## src/rtl/tdm_pkg.sv

```systemverilog
// tdm_pkg: mode encodings and select-width helper shared by the scan mux files.
package tdm_pkg;
  localparam logic MODE_MANUAL = 1'b0;
  localparam logic MODE_SCAN = 1'b1;
  function automatic int sel_w(input int n);
    return (n < 2) ? 1 : $clog2(n);
  endfunction
endpackage

```

## src/rtl/tdm_scan_ptr.sv

```systemverilog
// tdm_scan_ptr: channel pointer with range-checked manual load and wrap at N_CH-1.
import tdm_pkg::*;
module tdm_scan_ptr #(
  parameter int N_CH = 16,
  localparam int SEL_W = sel_w(N_CH)
) (
  input  logic             clk,
  input  logic             reset,
  input  logic             load_sel,
  input  logic [SEL_W-1:0] sel_in,
  input  logic             adv,
  output logic [SEL_W-1:0] ptr
);
  localparam logic [SEL_W-1:0] LAST = SEL_W'(N_CH - 1);
  localparam logic [SEL_W:0] LIM = (SEL_W + 1)'(N_CH);
  logic ok;
  assign ok = {1'b0, sel_in} < LIM;
  always_ff @(posedge clk) begin
    if (reset) ptr <= '0;
    else if (load_sel) ptr <= ok ? sel_in : ptr;
    else if (adv) ptr <= (ptr == LAST) ? '0 : ptr + SEL_W'(1);
  end
endmodule

```

## src/rtl/tdm_scan_mux.sv

```systemverilog
// tdm_scan_mux: registered N_CH x W mux with round-robin scanner and valid/ready output.
// Optional per-channel scan mask enabled by defining TDM_SCAN_MASK_EN.
import tdm_pkg::*;
module tdm_scan_mux #(
  parameter int N_CH = 16,
  parameter int W = 1,
  localparam int SEL_W = sel_w(N_CH)
) (
  input  logic              clk,
  input  logic              reset,
  input  logic              en,
  input  logic              mode,
  input  logic [SEL_W-1:0]  sel_in,
  input  logic              load_sel,
  input  logic [N_CH*W-1:0] d,
`ifdef TDM_SCAN_MASK_EN
  input  logic [N_CH-1:0]   ch_mask,
`endif
  output logic [W-1:0]      out_data,
  output logic [SEL_W-1:0]  out_ch,
  output logic              out_valid,
  input  logic              out_ready
);
  logic [W-1:0] lane [N_CH];
  logic [SEL_W-1:0] ptr;
  logic scan, free, gate, cap;
  for (genvar i = 0; i < N_CH; i++) begin : g_lane
    assign lane[i] = d[i*W +: W];
  end
  assign scan = mode == MODE_SCAN;
  assign free = !out_valid || out_ready;
`ifdef TDM_SCAN_MASK_EN
  // A masked channel in scan mode looks like en=0 but still lets the pointer move on.
  assign gate = en && !(scan && !ch_mask[ptr]);
`else
  assign gate = en;
`endif
  assign cap = gate && free;
  tdm_scan_ptr #(.N_CH(N_CH)) u_ptr (
    .clk(clk),
    .reset(reset),
    .load_sel(load_sel),
    .sel_in(sel_in),
    .adv(scan && en && free),
    .ptr(ptr)
  );
  always_ff @(posedge clk) begin
    if (reset) begin
      out_data <= '0;
      out_ch <= '0;
      out_valid <= 1'b0;
    end else if (cap) begin
      out_data <= lane[ptr];
      out_ch <= ptr;
      out_valid <= 1'b1;
    end else if (free) begin
      out_valid <= 1'b0;
    end
  end
endmodule
```

## config.mk

```make
export PLATFORM = sky130hd
export DESIGN_NAME = tdm_scan_mux
export DESIGN_NICKNAME = d
export VERILOG_FILES = /design/src/rtl/tdm_pkg.sv /design/src/rtl/tdm_scan_ptr.sv /design/src/rtl/tdm_scan_mux.sv
export SDC_FILE = /design/constraint.sdc
export NUM_CORES = 1
export LEC_CHECK = 0
export ABC_AREA = 0
export CAP_MARGIN = 20
export CELL_PAD_IN_SITES_DETAIL_PLACEMENT = 0
export CELL_PAD_IN_SITES_GLOBAL_PLACEMENT = 1
export CORE_ASPECT_RATIO = 1.4
export CORE_MARGIN = 2
export CORE_UTILIZATION = 28
export DETAILED_ROUTE_END_ITERATION = 16
export PLACE_DENSITY_LB_ADDON = 0.25
export SETUP_SLACK_MARGIN = 0.1
export SLEW_MARGIN = 20
export SYNTH_ARGS = -nofsm -noshare
export SYNTH_HDL_FRONTEND = slang
export SYNTH_SLANG_ARGS = --single-unit
```

## constraint.sdc

```tcl
create_clock -name clk -period 5.3 [get_ports clk]
set_input_delay 1.59 -clock clk [delete_from_list [all_inputs] [get_ports clk]]
set_output_delay 1.59 -clock clk [all_outputs]
set_load 0.1 [all_outputs]
```

## After elaboration in Yosys (flattened, before gate mapping)

Index checks and enable logic that the tools add are counted.

| word-level totals | value |
|---|---|
| flip-flop bits (word level) | 10 |
| input port bits | 26 |
| output and inout port bits | 6 |
| word-level logic and storage cells | 23 |

| cells by class | value |
|---|---|
| add/sub/neg operators | 1 |
| magnitude comparators | 1 |
| equality and inequality tests | 1 |
| muxes and demuxes | 8 |
| bitwise operators | 1 |
| reduce and logical (&&, ||, !) cells | 7 |

Operators with widths:

| operator | number |
|---|---|
| 4-bit 2-to-1 mux | 3 |
| 5-bit greater-or-equal comparator, second input constant | 1 |
| 4-bit inverter with 5-bit output | 1 |
| 4-bit by 1-bit adder with 4-bit output, second input constant | 1 |
| 1-bit binary-select mux with 4-bit select | 1 |
| 4-bit equality test, second input constant | 1 |
| 1-bit 2-to-1 mux | 4 |
| 2-bit nonzero test | 2 |
| 1-bit logical AND | 3 |
| 1-bit logical NOT | 1 |
| 1-bit logical OR | 1 |

## Depth between registers and ports, before layout

| logic depth | value |
|---|---|
| depth in word-level cells | 5 |
| gate-level depth with buffers | 5 |
| depth with buffers taken out | 4 |

## By module

A second synthesis with hierarchy kept.

| second synthesis, totals | value |
|---|---|
| cell total of the unflattened synthesis | 64 |
| area, all modules | 615.6 µm² |

By module, submodules not included:

| module | times used | cells each | area each (µm²) | seq. area each (µm²) |
|---|---|---|---|---|
| tdm_scan_mux | 1 | 35 | 380.4 | 120.1 |
| tdm_scan_ptr | 1 | 29 | 235.2 | 80.1 |

## Worst setup path after synthesis

OpenSTA, ideal clock, no wires.

| timing path | value |
|---|---|
| path kind | input-to-reg |
| from | input port d[9] |
| to | register out_data |
| setup time | 0.131 ns |
| arrival time | 2.652 ns |
| path slack | 2.517 ns |
| stages on the path | 4 |
| path buffers | 0 |
| path through | mux4_1 mux4_2 nand3_2 a21oi_2 |

| on the way | value |
|---|---|
| longest elaborated chain between the ends | 3 |

RTL lines:

| item | line | text |
|---|---|---|
| from (decl) | tdm_scan_mux.sv:15 | `input logic [N_CH*W-1:0] d,` |
| 1-bit binary-select mux with 4-bit select | tdm_scan_mux.sv:53 | `out_data <= lane[ptr];` |
| 1-bit 2-to-1 mux (not written as such) (2 in series) | tdm_scan_mux.sv:53 |  |
| to (signal assigned) | tdm_scan_mux.sv:53 |  |
| to (decl) | tdm_scan_mux.sv:19 | `output logic [W-1:0] out_data,` |

No other way between the ends. The select of a mux whose other input is x is not followed.
A chain may end at the register's enable or synchronous reset.

## Worst setup path in the final report

| timing path | value |
|---|---|
| from | register out_ch[3] |
| to | output port out_ch[3] |

RTL lines:

| item | line | text |
|---|---|---|
| from (decl) | tdm_scan_mux.sv:20 | `output logic [SEL_W-1:0] out_ch,` |
| from (signal assigned) | tdm_scan_mux.sv:54 | `out_ch <= ptr;` |

No word-level cell between the ends.

==> run_results.csv <==
group,metric,value,unit
clock_network,cts_resized,0,
worst_setup_path,cp-start-kind,"flip-flop",
grt,use_met2,24.7,%
grt,grt_max_degree,11,
sta,setup_viol,0,
logic_synthesis,syn_area_per_cell,9.78,um^2
grt,grt_pass1_wl,2500,um
route,drc,0,
clock_network,clkTransAtPathRegs,0.07,ns
hold_path,hp-class,"flip-flop to flip-flop",
clock_network,insertion_delay,0.27,ns
clock_network,tritoncts,"done",
pwr,p_leak,0.343,nW
job,maxCapViolations,0,
finish,final_area,931,um^2
logic_synthesis,synthTopCellsByArea,"dfxtp_1 34%, mux4_1 13%, mux4_2 7.7%, a21oi_1 5.1%, nand2_1 5.1%",
run_status,outcome,"finished, final reports clean",
grt,gr-usage-met3,3.74,%
worst_setup_path,arrival,1.73,ns
die,placementRows,19,
clock_network,cts_buffers,3,
clock_network,cts_root_buffer,"clkbuf_4",
worst_setup_path,rr_worst_depth,4,
route,drtPass1Iterations,4,
sta,slew_violations,0,
sta,rsz0062_at_grt,"no",
finish,syn2layout_area_growth,58.6,%
place,place.gp.congestion,0.735,
finish,drive_gt1_share,10.0,%
finish,n_antenna_cell,0,
worst_setup_path,crit_fanout,2,
place,placed_area,895,um^2
worst_setup_path,path_buf_inv,1,
logic_synthesis,synth_top_area_share,34.1,%
clock_network,hold_buffers,0,
die,die_area,2480,um^2
die,ios,32,
grt,grt_antenna_before_repair,0,
logic_synthesis,synth_fp_nets,87,
die,core-area,1970,um^2
route,vias,579,
worst_setup_path,worst-path-stages,1,
logic_synthesis,synth_seq_cells,10,
sta,hold_violations,0,
sta,hold_ws,0.452,ns
grt,grt-busiest-layer,"met2",
grt,grt_util_met1,13.7,%
route,wl,1480,um
sta,min_period_over_period,62.6,%
pwr,ir_drop,0.147,mV
grt,grt-ovfl-total,0,
clock_network,post_cts_buffers,0,
clock_network,ctsHtreeMaxLevel,1,
hold_path,holdPathStages,2,
logic_synthesis,synthDistinctLibCells,24,
worst_setup_path,cp_slowest_cell,"clkdlybuf4s50_1",
logic_synthesis,synth-seq-area-share,34.1,%
die,start_util,29.7,%
sta,fin_skew,0.00613,ns
sta,clock.fmax,0.302,GHz
die,die_h,58.2,um
clock_network,clock_sinks,10,
place,dp.cells,107,
grt,grt_pass1_vias,589,
place,dp_hpwl,1160,um
route,via_per_inst,5.22,
worst_setup_path,cp_cell_sequence,"clkdlybuf4s50_1",
logic_synthesis,postSynthCellCount,60,
route,wl_per_cell,13.4,um
grt,track_usage,13.3,%
finish,fin_nets,118,
worst_setup_path,end_kind,"primary output",
worst_setup_path,worstPathRequired,3.71,ns
pwr,p_per_area,239,nW/um^2
logic_synthesis,synth_area,587,um^2
worst_setup_path,critPathTopFamily,"buffers and inverters",
logic_synthesis,yosysTopAreaCell,"dfxtp_1",
sta,tns,0,ns
route,drt_iter0_markers,5,
sta,slew-limit-headroom,35.6,%
sta,min_period,3.32,ns
place,io_buffers,31,
logic_synthesis,ys_warn_count,0,
route,ant_nets,0,
finish,instances_no_fill,111,
finish,n_fill_cell,205,
sta,tightestPinTransition,0.963,ns
worst_setup_path,cpPeakStageDelay,1.13,ns
worst_setup_path,critical_path_class,"flip-flop to primary output",
die,die_w,42.7,um
clock_network,clk_path_buf_depth,2,
## final timing paths
kind	from	endpoint	slack, ns
max reg2reg	u_ptr.ptr[0]$_SDFFE_PP0P_	out_data$_SDFFE_PP0P_	3.35
max	out_ch[3]$_SDFFE_PP0P_	out_ch[3]	1.98
min	out_ch[2]$_SDFFE_PP0P_	out_ch[2]$_SDFFE_PP0P_	0.45
min reg2reg	out_ch[2]$_SDFFE_PP0P_	out_ch[2]$_SDFFE_PP0P_	0.45
## Yosys cell counts
cell type / n
nand3_2: 1
buf_6: 1
xor2_1: 1
nor2_1: 3
buf_2: 2
o21ai_0: 1
a311o_2: 1
dfxtp_1: 10
nand2_1: 8
nand3_1: 5
mux4_2: 2
mux2i_1: 1
clkbuf_1: 2
a211oi_1: 2
mux4_1: 3
a21oi_1: 6
a21oi_2: 1
a311oi_1: 1
a221oi_1: 1
o31a_1: 1
nand2b_1: 1
inv_1: 3
ha_1: 1
nand4_1: 2
## report_power, final
group,internal (mW),leakage (nW),switching (mW)
Clock,0.0417,0.0210,0.0281
Sequential,0.0800,0.0825,0.00674
Combinational,0.0335,0.240,0.0324
## layout by cell type (no fill, tap or decap)
master / synthesis / routed
clkdlybuf4s50_1: 0 / 31
dfxtp_1: 10 / 10
nand2_1: 8 / 8
a21oi_1: 6 / 6
nand3_1: 5 / 5
inv_1: 3 / 3
nor2_1: 3 / 3
mux4_1: 3 / 3
clkbuf_4: 0 / 3
nand4_1: 2 / 2
a211oi_1: 2 / 2
mux4_2: 2 / 2
nand2b_1: 1 / 1
o21ai_0: 1 / 1
o31a_1: 1 / 1
a221oi_1: 1 / 1
xor2_1: 1 / 1
mux2i_1: 1 / 1
a311o_2: 1 / 1
a311oi_1: 1 / 1
nand3_2: 1 / 1
a21oi_2: 1 / 1
ha_1: 1 / 1
clkbuf_8: 0 / 1
## flip-flops by register name, indices dropped and copies added, names as in the netlist
| name | count |
|---|---|
| out_ch | 4 |
| out_valid | 1 |
| out_data | 1 |
| u_ptr.ptr | 4 |
## final cells by class
cell class | count | area [um^2] | share of cell area (%)
Timing Repair Buffer | 31 | 310 | 33.3
Sequential cell | 10 | 200 | 21.5
Multi-Input combinational cell | 42 | 347 | 37.2
Inverter | 3 | 11.3 | 1.21
Clock buffer | 4 | 36.3 | 3.90
Tap cell | 21 | 26.3 | 2.82
## routing by layer
layer	part of all wire, %	routed length, um	vias up
met5	0	0	-
met1	41	607	267
met3	6.4	95	2
met2	52	771	21
li1	-	-	289
met4	0.61	9	0
## cell families (layout without fill, tap and decap cells)
group,Yosys count,in the layout,synth area share (%)
AO/OA/AOI/OAI,14,14,16.4
buffers and inverters,8,38,6.82
adder cells (fa/ha/maj),1,1,2.13
multiplexers,6,6,22.8
XOR/XNOR,1,1,1.49
flip-flops,10,10,34.1
AND/OR/NAND/NOR,20,20,16.2
## stage by stage
stage	worst slack [ns]	util (%)	power [mW]
floorplan	2.52	-	0.129
global route	1.93	47.2	0.233
finish	1.98	47.2	0.222
CTS	1.97	47.2	0.226
global placement	2.05	45.3	0.154
detailed placement	2.03	45.3	0.155
Power figures use the tool's default switching activity.
